$ cat src/rtl/mem_wb_skid_pkg.sv
// ============================================================================
// mem_wb_skid_pkg : state encoding and bundle field layout for mem_wb_skid
// Rev 1.0
// ============================================================================
`default_nettype none

package mem_wb_skid_pkg;

  typedef logic [1:0] state_t;

  localparam state_t ST_EMPTY = 2'd0;
  localparam state_t ST_ONE   = 2'd1;
  localparam state_t ST_FULL  = 2'd2;

  // Fields are packed LSB-first in this order.
  typedef enum int {
    F_WD, F_WREG, F_WDATA, F_WHILO, F_HI, F_LO,
    F_CP0_WE, F_CP0_ADDR, F_CP0_DATA, F_END
  } field_e;

  function automatic int bundle_w(int num_ch, int ra_w, int data_w);
    return num_ch*(ra_w+1+data_w) + 1 + 2*data_w + 1 + ra_w + data_w;
  endfunction

  function automatic int field_w(field_e f, int num_ch, int ra_w, int data_w);
    case (f)
      F_WD:       return num_ch*ra_w;
      F_WREG:     return num_ch;
      F_WDATA:    return num_ch*data_w;
      F_WHILO:    return 1;
      F_HI:       return data_w;
      F_LO:       return data_w;
      F_CP0_WE:   return 1;
      F_CP0_ADDR: return ra_w;
      F_CP0_DATA: return data_w;
      default:    return 0;
    endcase
  endfunction

  function automatic int field_off(field_e f, int num_ch, int ra_w, int data_w);
    int off;
    off = 0;
    for (int i = 0; i < int'(f); i++)
      off += field_w(field_e'(i), num_ch, ra_w, data_w);
    return off;
  endfunction

endpackage

`default_nettype wire

$ cat src/rtl/mem_wb_skid_if.sv
// ============================================================================
// mem_wb_skid_if : valid/ready write-back bundle (GPR lanes, HI/LO, CP0)
// Rev 1.0
// ============================================================================
`default_nettype none

interface mem_wb_skid_if #(
  parameter int NUM_CH = 1,
  parameter int DATA_W = 32,
  parameter int RA_W   = 5
);
  logic                     valid;
  logic                     ready;
  logic [NUM_CH*RA_W-1:0]   wd;
  logic [NUM_CH-1:0]        wreg;
  logic [NUM_CH*DATA_W-1:0] wdata;
  logic                     whilo;
  logic [DATA_W-1:0]        hi;
  logic [DATA_W-1:0]        lo;
  logic                     cp0_reg_we;
  logic [RA_W-1:0]          cp0_reg_write_addr;
  logic [DATA_W-1:0]        cp0_reg_data;

  modport master (
    output valid, wd, wreg, wdata, whilo, hi, lo,
           cp0_reg_we, cp0_reg_write_addr, cp0_reg_data,
    input  ready
  );

  modport slave (
    input  valid, wd, wreg, wdata, whilo, hi, lo,
           cp0_reg_we, cp0_reg_write_addr, cp0_reg_data,
    output ready
  );
endinterface

`default_nettype wire

$ cat src/rtl/mem_wb_skid_skid_entry.sv
// ============================================================================
// skid_entry : one bundle register with valid bit; clear beats load
// Rev 1.0
// ============================================================================
`default_nettype none

module skid_entry #(
  parameter int W = 1
) (
  input  wire logic         clk,
  input  wire logic         rst,
  input  wire logic         clr,
  input  wire logic         load,
  input  wire logic [W-1:0] d,
  output logic              valid,
  output logic [W-1:0]      q
);

  // Clear only drops the valid bit; data holds to avoid idle toggling.
  always_ff @(posedge clk or posedge rst) begin
    if (rst) begin
      valid <= 1'b0;
      q     <= '0;
    end else if (clr) begin
      valid <= 1'b0;
    end else if (load) begin
      valid <= 1'b1;
      q     <= d;
    end
  end

endmodule

`default_nettype wire

$ cat src/rtl/mem_wb_skid.sv
// ============================================================================
// mem_wb_skid : MEM/WB boundary with 2-entry skid buffer and flush.
// Optional perf counters: MEM_WB_SKID_PERF_EN.   Rev 1.0
// ============================================================================
`default_nettype none

module mem_wb_skid
  import mem_wb_skid_pkg::*;
#(
  parameter int NUM_CH = 1,
  parameter int DATA_W = 32,
  parameter int RA_W   = 5
) (
  input  wire logic     clk,
  input  wire logic     rst,
  input  wire logic     flush,
  mem_wb_skid_if.slave  mem,
  mem_wb_skid_if.master wb
`ifdef MEM_WB_SKID_PERF_EN
  ,
  output logic [31:0]   perf_stall_cnt,
  output logic [31:0]   perf_flush_cnt
`endif
);

  localparam int BUNDLE_W = bundle_w(NUM_CH, RA_W, DATA_W);
  localparam int O_WREG   = field_off(F_WREG,     NUM_CH, RA_W, DATA_W);
  localparam int O_WDATA  = field_off(F_WDATA,    NUM_CH, RA_W, DATA_W);
  localparam int O_WHILO  = field_off(F_WHILO,    NUM_CH, RA_W, DATA_W);
  localparam int O_HI     = field_off(F_HI,       NUM_CH, RA_W, DATA_W);
  localparam int O_LO     = field_off(F_LO,       NUM_CH, RA_W, DATA_W);
  localparam int O_CP0_WE = field_off(F_CP0_WE,   NUM_CH, RA_W, DATA_W);
  localparam int O_CP0_A  = field_off(F_CP0_ADDR, NUM_CH, RA_W, DATA_W);
  localparam int O_CP0_D  = field_off(F_CP0_DATA, NUM_CH, RA_W, DATA_W);

  state_t              state, state_nxt;
  logic                ready_q;
  logic                push, pop;
  logic                main_load, main_clr, skid_load, skid_clr;
  logic                main_vld, skid_vld;
  logic [BUNDLE_W-1:0] in_bundle, main_d, main_q, skid_q;

  assign in_bundle = {mem.cp0_reg_data, mem.cp0_reg_write_addr, mem.cp0_reg_we,
                      mem.lo, mem.hi, mem.whilo, mem.wdata, mem.wreg, mem.wd};

  assign push = mem.valid & ready_q;
  assign pop  = main_vld & wb.ready;

  always_ff @(posedge clk or posedge rst) begin
    if (rst) begin
      state   <= ST_EMPTY;
      ready_q <= 1'b0;
    end else begin
      state   <= state_nxt;
      ready_q <= (state_nxt != ST_FULL);
    end
  end

  always_comb begin
    state_nxt = state;
    if (flush) begin
      state_nxt = ST_EMPTY;
    end else begin
      case (state)
        ST_EMPTY: if (push) state_nxt = ST_ONE;
        ST_ONE: begin
          if (push && !pop)      state_nxt = ST_FULL;
          else if (!push && pop) state_nxt = ST_EMPTY;
        end
        ST_FULL:  if (pop) state_nxt = ST_ONE;
        default:  state_nxt = ST_EMPTY;
      endcase
    end
  end

  always_comb begin
    main_load = 1'b0;
    main_clr  = 1'b0;
    skid_load = 1'b0;
    skid_clr  = 1'b0;
    if (flush) begin
      main_clr = 1'b1;
      skid_clr = 1'b1;
    end else begin
      case (state)
        ST_EMPTY: main_load = push;
        ST_ONE: begin
          main_load = push & pop;
          skid_load = push & ~pop;
          main_clr  = pop & ~push;
        end
        ST_FULL: begin
          main_load = pop;
          skid_clr  = pop;
        end
        default: begin
          main_clr = 1'b1;
          skid_clr = 1'b1;
        end
      endcase
    end
  end

  // A valid skid entry is always older than anything arriving from MEM.
  assign main_d = skid_vld ? skid_q : in_bundle;

  skid_entry #(.W(BUNDLE_W)) u_main (
    .clk(clk), .rst(rst), .clr(main_clr), .load(main_load),
    .d(main_d), .valid(main_vld), .q(main_q)
  );

  skid_entry #(.W(BUNDLE_W)) u_skid (
    .clk(clk), .rst(rst), .clr(skid_clr), .load(skid_load),
    .d(in_bundle), .valid(skid_vld), .q(skid_q)
  );

  assign mem.ready             = ready_q;
  assign wb.valid              = main_vld;
  assign wb.wd                 = main_q[0 +: NUM_CH*RA_W];
  assign wb.wreg               = main_q[O_WREG +: NUM_CH] & {NUM_CH{main_vld}};
  assign wb.wdata              = main_q[O_WDATA +: NUM_CH*DATA_W];
  assign wb.whilo              = main_q[O_WHILO] & main_vld;
  assign wb.hi                 = main_q[O_HI +: DATA_W];
  assign wb.lo                 = main_q[O_LO +: DATA_W];
  assign wb.cp0_reg_we         = main_q[O_CP0_WE] & main_vld;
  assign wb.cp0_reg_write_addr = main_q[O_CP0_A +: RA_W];
  assign wb.cp0_reg_data       = main_q[O_CP0_D +: DATA_W];

`ifdef MEM_WB_SKID_PERF_EN
  always_ff @(posedge clk or posedge rst) begin
    if (rst) begin
      perf_stall_cnt <= '0;
      perf_flush_cnt <= '0;
    end else begin
      if (main_vld && !wb.ready)         perf_stall_cnt <= perf_stall_cnt + 32'd1;
      if (flush && (main_vld || skid_vld)) perf_flush_cnt <= perf_flush_cnt + 32'd1;
    end
  end
`endif

endmodule

`default_nettype wire

$ cat src/flat_wrapper.sv
// flat-port wrapper written by rule: the top's interface ports become plain ports
module mem_wb_skid_flat import mem_wb_skid_pkg::*;
#(
  parameter int NUM_CH = 1,
  parameter int DATA_W = 32,
  parameter int RA_W   = 5
)
  (clk, rst, flush, mem_valid, mem_wd, mem_wreg, mem_wdata, mem_whilo, mem_hi, mem_lo, mem_cp0_reg_we, mem_cp0_reg_write_addr, mem_cp0_reg_data, mem_ready, wb_valid, wb_wd, wb_wreg, wb_wdata, wb_whilo, wb_hi, wb_lo, wb_cp0_reg_we, wb_cp0_reg_write_addr, wb_cp0_reg_data, wb_ready);
  mem_wb_skid_if #(.NUM_CH(NUM_CH), .DATA_W(DATA_W), .RA_W(RA_W)) mem_i ();
  mem_wb_skid_if #(.NUM_CH(NUM_CH), .DATA_W(DATA_W), .RA_W(RA_W)) wb_i ();
  input  wire logic clk;
  input  wire logic rst;
  input  wire logic flush;
  input wire logic [$bits(mem_i.valid)-1:0] mem_valid;
  input wire logic [$bits(mem_i.wd)-1:0] mem_wd;
  input wire logic [$bits(mem_i.wreg)-1:0] mem_wreg;
  input wire logic [$bits(mem_i.wdata)-1:0] mem_wdata;
  input wire logic [$bits(mem_i.whilo)-1:0] mem_whilo;
  input wire logic [$bits(mem_i.hi)-1:0] mem_hi;
  input wire logic [$bits(mem_i.lo)-1:0] mem_lo;
  input wire logic [$bits(mem_i.cp0_reg_we)-1:0] mem_cp0_reg_we;
  input wire logic [$bits(mem_i.cp0_reg_write_addr)-1:0] mem_cp0_reg_write_addr;
  input wire logic [$bits(mem_i.cp0_reg_data)-1:0] mem_cp0_reg_data;
  output wire logic [$bits(mem_i.ready)-1:0] mem_ready;
  output wire logic [$bits(wb_i.valid)-1:0] wb_valid;
  output wire logic [$bits(wb_i.wd)-1:0] wb_wd;
  output wire logic [$bits(wb_i.wreg)-1:0] wb_wreg;
  output wire logic [$bits(wb_i.wdata)-1:0] wb_wdata;
  output wire logic [$bits(wb_i.whilo)-1:0] wb_whilo;
  output wire logic [$bits(wb_i.hi)-1:0] wb_hi;
  output wire logic [$bits(wb_i.lo)-1:0] wb_lo;
  output wire logic [$bits(wb_i.cp0_reg_we)-1:0] wb_cp0_reg_we;
  output wire logic [$bits(wb_i.cp0_reg_write_addr)-1:0] wb_cp0_reg_write_addr;
  output wire logic [$bits(wb_i.cp0_reg_data)-1:0] wb_cp0_reg_data;
  input wire logic [$bits(wb_i.ready)-1:0] wb_ready;
  assign mem_i.valid = mem_valid;
  assign mem_i.wd = mem_wd;
  assign mem_i.wreg = mem_wreg;
  assign mem_i.wdata = mem_wdata;
  assign mem_i.whilo = mem_whilo;
  assign mem_i.hi = mem_hi;
  assign mem_i.lo = mem_lo;
  assign mem_i.cp0_reg_we = mem_cp0_reg_we;
  assign mem_i.cp0_reg_write_addr = mem_cp0_reg_write_addr;
  assign mem_i.cp0_reg_data = mem_cp0_reg_data;
  assign mem_ready = mem_i.ready;
  assign wb_valid = wb_i.valid;
  assign wb_wd = wb_i.wd;
  assign wb_wreg = wb_i.wreg;
  assign wb_wdata = wb_i.wdata;
  assign wb_whilo = wb_i.whilo;
  assign wb_hi = wb_i.hi;
  assign wb_lo = wb_i.lo;
  assign wb_cp0_reg_we = wb_i.cp0_reg_we;
  assign wb_cp0_reg_write_addr = wb_i.cp0_reg_write_addr;
  assign wb_cp0_reg_data = wb_i.cp0_reg_data;
  assign wb_i.ready = wb_ready;
  mem_wb_skid #(.NUM_CH(NUM_CH), .DATA_W(DATA_W), .RA_W(RA_W)) u_core (.clk(clk), .rst(rst), .flush(flush), .mem(mem_i), .wb(wb_i));
endmodule
$ cat config.mk
export PLATFORM = sky130hd
export DESIGN_NAME = mem_wb_skid_flat
export DESIGN_NICKNAME = d
export VERILOG_FILES = /design/src/rtl/mem_wb_skid_pkg.sv /design/src/rtl/mem_wb_skid_if.sv /design/src/rtl/mem_wb_skid_skid_entry.sv /design/src/rtl/mem_wb_skid.sv /design/src/flat_wrapper.sv
export SDC_FILE = /design/constraint.sdc
export NUM_CORES = 1
export LEC_CHECK = 0
export ABC_AREA = 1
export BUFFER_PORTS_ARGS = -buffer_cell sky130_fd_sc_hd__buf_4
export CAP_MARGIN = 25
export CORE_UTILIZATION = 44
export CTS_BUF_LIST = sky130_fd_sc_hd__clkbuf_4
export CTS_CLUSTER_SIZE = 30
export DETAILED_ROUTE_END_ITERATION = 6
export HOLD_SLACK_MARGIN = 0.05
export PLACE_DENSITY_LB_ADDON = 0.08
export SETUP_SLACK_MARGIN = 0.5
export SLEW_MARGIN = 20
export SYNTH_ARGS = -nofsm -noshare
export SYNTH_HDL_FRONTEND = slang
export SYNTH_HIERARCHICAL = 1
export SYNTH_SLANG_ARGS = --single-unit
$ cat constraint.sdc
create_clock -name clk -period 14.96 [get_ports clk]
set_clock_uncertainty 0.2 [all_clocks]
set_input_delay 2.244 -clock clk [delete_from_list [all_inputs] [get_ports clk]]
set_output_delay 2.244 -clock clk [all_outputs]
set_load 0.005 [all_outputs]
==> flow_summary.yaml, run 1 <==
timing:
  period_minus_slack_ps: 4594
  period_share: 0.3071
  tightest_slew_ps: 1078
  setup_viol_count_final: 0
  clock.fmax_mhz: 217.7
  setup_tns_ps: 0
  drv_slew: 0
  finalHoldViolations: 0
  slew_headroom: 0.2811
  setup_slack_ps: 10370
  grt_setup_unrepaired: "false"
clock_tree:
  cts-resized-gates: 0
  clk_pin_slew_ps: 60
  clock_path_buffers: 3
  cts_tree: "yes"
  clock-sinks: 287
  cts_buffers: 78
  clk_latency_ps: 720
  ctsHoldBuffers: 0
  cts_root_buf: "clkbuf_4"
  htreeDepth: 3
  postCtsSetupBuffers: 0
pwr:
  max-vdd-ir-drop_uv: 70.88
  powerDensity_nw_per_um2: 150.7
  power.leakage_nw: 9.031
synth:
  synth_common_cells: "nand2_1, dfrtp_1, nand3_1, mux2_4, mux2_2"
  ys_warn_count: 6
  synth_most_common_cell: "nand2_1"
  synthDistinctLibCells: 20
  async_reset_ff_frac: 1.000
  syn_inst: 1424
  synth_area_per_cell_um2: 9.500
  netlist_area_um2: 13530
  yosys.area.top_type: "dfrtp_1"
  synth_fp_nets: 1570
  ys_seq_area_frac: 0.5309
  synth_edf_count: 0
  ys_ff_latch: 287
  yosys.area.top_type_share: 0.5309
  synth-main-ff-cell: "dfrtp_1"
  synthTopCellsByArea: "dfrtp_1, nand2_1, nand3_1"
placed_design:
  dp_hpwl_um: 21110
  place_congestion: 0.7684
  port_buffers: 288
  post-place-ws_ps: 9661
worst_setup_path:
  cp_data_required_time_ps: 15350
  crit_start: "wb_ready"
  worstPathArrival_ps: 4980
  path_class: "in -> reg"
  endpoint_kind: "flip-flop"
  crit_buf_inv: 4
  crit_slowest_cell: "buf_4"
  path_cells: "buf_4 -> nand2_1 -> inv_1 -> nand2_1 -> o21ai_0 -> inv_4 -> nand2_4 -> buf_4 -> nand2_1 -> nand2_1"
  crit_path_frequent_cell: "nand2_1"
  worst-path-max-fanout: 86
  r2r-start: "u_core/u_main/valid"
  startpoint_type: "primary input"
  critPathTopFamily: "buffers and inverters"
  critPathMaxStageDelay_ps: 890
floorplan:
  num_rows: 63
  core-area_um2: 29950
  num_io_pins: 289
  die_area_um2: 31450
  start_util: 0.4516
  die_h_um: 177.3
  fp.dieW_um: 177.3
route:
  drtPass1Iterations: 7
  drtIter0Drc: 673
  drc: 0
  final_antenna_net_count: 0
  vias: 10910
  wire_per_inst_um: 17.26
  routed_via_density: 5.083
  wirelength_um: 37050
finish:
  drive_above_1_share: 0.3299
  areaGrowthSynthToFinish_pct: 23.16
  nNetsFinal: 1844
min_path:
  min_path_type: "reg -> reg"
  worst_hold_startpoint: "u_core/u_skid/q[85]"
grt:
  grt_pass1_vias: 10670
  grt_pass1_wl_um: 58160
  grt_max_degree: 87
  grt_usage: 0.2358
  antenna_found_initial: 5
  grt_overflow_total: 0
job:
  drv_cap: 0
status:
  status: "complete, no violations"
-- power by group --
| part | switching [mW] | internal, mW | leakage, nW |
|---|---|---|---|
| logic | 0.283 | 0.317 | 4.81 |
| registers | 0.161 | 1.04 | 3.63 |
| clock network | 0.329 | 0.383 | 0.589 |
-- cell families (layout without fill, tap and decap cells) --
family	count (synthesis)	count (layout)	synth area share
AOI/OAI and AO/OA	6	6	0.002405
buffers and inverters	120	448	0.05512
DFF	287	287	0.5309
muxes	141	141	0.1423
other	0	5	0
and+or+nand+nor	870	870	0.2692
-- registers in the layout, summed over array words and instances (netlist names) --
signal,flops
u_core/u_main/q,141
u_core/u_skid/q,141
u_core/state,2
u_core/u_skid/valid,1
u_core/u_main/valid,1
u_core/mem.ready,1
-- routing by layer --
| metal | vias up | share of wire | global-route usage |
|---|---|---|---|
| met5 | - | 0 | 0 |
| met4 | 0 | 0.023 | 0.08868 |
| met3 | 59 | 0.065 | 0.05441 |
| met2 | 338 | 0.48 | 0.3708 |
| met1 | 5278 | 0.43 | 0.3167 |
| li1 | 5238 | - | - |
-- area by class of cell --
type,instances,area [um2]
antenna,5,12.51
clock buffer,121,908.4
clock inverter,13,87.58
fill,2847,13290
inverter,12,60.06
multi-input combinational,1017,5619
sequential,287,7186
tap,390,488.0
timing repair buffer,302,2300
-- metrics by stage --
stage | total power, mW | area, um2 | util | hold WS [ps] | std cells
2_1_floorplan | 1.495 | 13530 | - | 236.4 | 1424
3_3_place_gp | 1.795 | 15610 | 0.5210 | 247.5 | 2006
3_5_place_dp | 1.819 | 15610 | 0.5210 | 254.5 | 2006
4_1_cts | 2.544 | 16600 | 0.5542 | 269.7 | 2140
5_1_grt | 2.690 | 16660 | 0.5562 | 280.9 | 2147
6_report | 2.512 | 16660 | 0.5562 | 266.6 | 2147
-- layout by cell type, fill, tap and decap left out, drive strengths merged --
master      n
dfrtp     287
clkinvlp    2
bufinv      1
buf       302
clkinv     10
inv        12
nand4       1
clkbuf    121
o21ai       1
mux2      141
a21oi       4
o21bai      1
or2         1
nor2        3
nand3     285
nand2     580
diode       5
-- worst min-delay path, cell delays in order (launching register included) --
cell,delay (ps)
dfrtp_1,340
nand2_1,50
nand2_1,50
-- path summary, 6_finish.rpt --
path / slack, ps / depth (start not counted) / end
max: 10370 / 10 / u_core/u_main/q[131]
min: 270 / 2 / u_core/u_skid/q[85]
max reg2reg: 11420 / 9 / u_core/u_main/q[131]
min reg2reg: 270 / 2 / u_core/u_skid/q[85]
max in group asynchronous: 11610 / 3 / u_core/u_main/q[133]
min in group asynchronous: 1240 / 2 / u_core/state[0]
No activity file was read; power rests on OpenSTA's default activity.
==> run 2, diff against run 1 <==
clock period = 4.6 ns   (was 14.96 ns; I/O delays follow)
==> flow_summary.yaml, run 2 (synthesis gave the netlist of run 1 again) <==
pwr:
  pwr-share-seq: 0.475
  max-vdd-ir-drop_uv: 251.5
  p_sw_mw: 2.499
  power_frac_clock: 0.274
  power.leakage_nw: 9.594
  swShare: 0.3047
  combPwrFrac: 0.250
  powerDensity_nw_per_um2: 454.2
  p_int_mw: 5.701
grt:
  grt_overflow_total: 0
  grt_usage: 0.2442
  grt_max_degree: 143
  grt_pass1_vias: 11720
  grt_pass1_wl_um: 60660
  antenna_found_initial: 2
placed_design:
  dp_hpwl_um: 20420
  place_congestion: 0.7813
  placed_cell_area_um2: 15710
  port_buffers: 288
finish:
  final_common_cell: "nand2_1"
  multiInputGateArea_um2: 5619
  fin_util: 0.6027
  areaGrowthSynthToFinish_pct: 33.45
  drive_above_1_share: 0.3023
  final_cell_area_um2: 18050
  nNetsFinal: 1985
  regArea_um2: 7186
  fillCellCount: 2667
  reg_top3: "u_core/u_main/q (141), u_core/u_skid/q (141), u_core/state (2)"
  mostFrequentLayoutCells: "nand2_1, buf_4, dfrtp_1, nand3_1, dlygate4sd3_1"
worst_setup_path:
  startpoint_type: "flip-flop"
  cp_data_required_time_ps: 4980
  path_class: "reg -> reg"
  worstPathArrival_ps: 3190
  worst-path-max-fanout: 142
  endpoint_kind: "flip-flop"
floorplan:
  die_h_um: 177.3
  core-area_um2: 29950
  die_area_um2: 31450
  num_rows: 63
  fp.dieW_um: 177.3
  num_io_pins: 289
  start_util: 0.4516
clock_tree:
  cts_tree: "yes"
  clock_path_buffers: 3
  cts_root_buf: "clkbuf_4"
  cts-resized-gates: 0
  cts_buffers: 79
  htreeDepth: 3
  clk_pin_slew_ps: 60
  clock-sinks: 287
  clk_latency_ps: 680
timing:
  grt_setup_unrepaired: "false"
  finalHoldViolations: 0
  period_minus_slack_ps: 2813
  slew_headroom: 0.4332
  drv_slew: 0
  clock.fmax_mhz: 355.5
  setup_viol_count_final: 0
  tightest_slew_ps: 850.2
  period_share: 0.6114
  whs_ps: 112.7
  setup_tns_ps: 0
route:
  drtIter0Drc: 674
  routed_via_density: 5.014
  vias: 11400
  wirelength_um: 37770
  drc: 0
  wire_per_inst_um: 16.61
  drtPass1Iterations: 4
  final_antenna_net_count: 0
job:
  drv_cap: 0
min_path:
  min_path_type: "in -> reg"
status:
  status: "complete, no violations"
run 2: area by class of cell:
cell class	count	share of cell area
diodes	2	0.0002772
clock buffers	111	0.04616
well taps	390	0.02703
inverters	12	0.003188
multi-input cells	1017	0.3112
flip-flops and latches	287	0.3980
repair buffers	442	0.2081
clock inverters	13	0.006029
run 2: stage by stage:
| step | power [mW] | setup WS (ps) | instances |
|---|---|---|---|
| 2_1_floorplan | 4.864 | 1933 | 1424 |
| 3_3_place_gp | 5.836 | 1675 | 2008 |
| 3_5_place_dp | 5.912 | 1658 | 2008 |
| 4_1_cts | 8.309 | 1793 | 2271 |
| 5_1_grt | 8.791 | 1567 | 2274 |
| 6_report | 8.200 | 1787 | 2274 |
run 2: critical path, cell delays in order (launching register included):
cell and delay (ps):
dfrtp_1 550, nand2_1 130, inv_1 130, nand2_1 80
o21ai_0 290, inv_4 340, nand2_4 160, buf_12 520
nand2_1 120, nand2_1 90
run 2: power groups by stage:
stage	Combinational, mW	Clock, mW	Sequential, mW
after floorplan	1.04	0	3.83
after global placement	1.92	0	3.92
after detailed placement	1.99	0	3.93
after CTS	2.08	2.33	3.90
after global routing	2.32	2.47	4.00
final	2.05	2.25	3.90
run 2: per-layer routing:
| layer | vias up | routed length (um) | track usage |
|---|---|---|---|
| li1 | 5508 | - | - |
| met1 | 5471 | 16520 | 0.3137 |
| met2 | 348 | 18280 | 0.4115 |
| met3 | 75 | 2030 | 0.04820 |
| met4 | 0 | 938 | 0.08155 |
| met5 | - | 0 | 0 |
run 2: repair_timing:
action / in CTS / in global routing
hold buffers: 139 / 1
setup endpoints to repair: 0 / 0
buffers inserted: 0 / 0
endpoints found under the hold margin: 181 / 1
run 2: final timing paths:
check / startpoint / cells past startpoint / end / slack [ps]
max in group asynchronous: rst / 5 / u_core/u_main/q[96] / 2530
setup reg to reg: u_core/u_main/valid / 9 / u_core/u_main/q[96] / 1790
min in group asynchronous: rst / 3 / u_core/mem.ready / 290
setup / recovery: u_core/u_main/valid / 9 / u_core/u_main/q[96] / 1790
hold reg to reg: u_core/u_skid/q[18] / 2 / u_core/u_skid/q[18] / 270
hold / removal: mem_lo[11] / 3 / u_core/u_skid/q[82] / 110
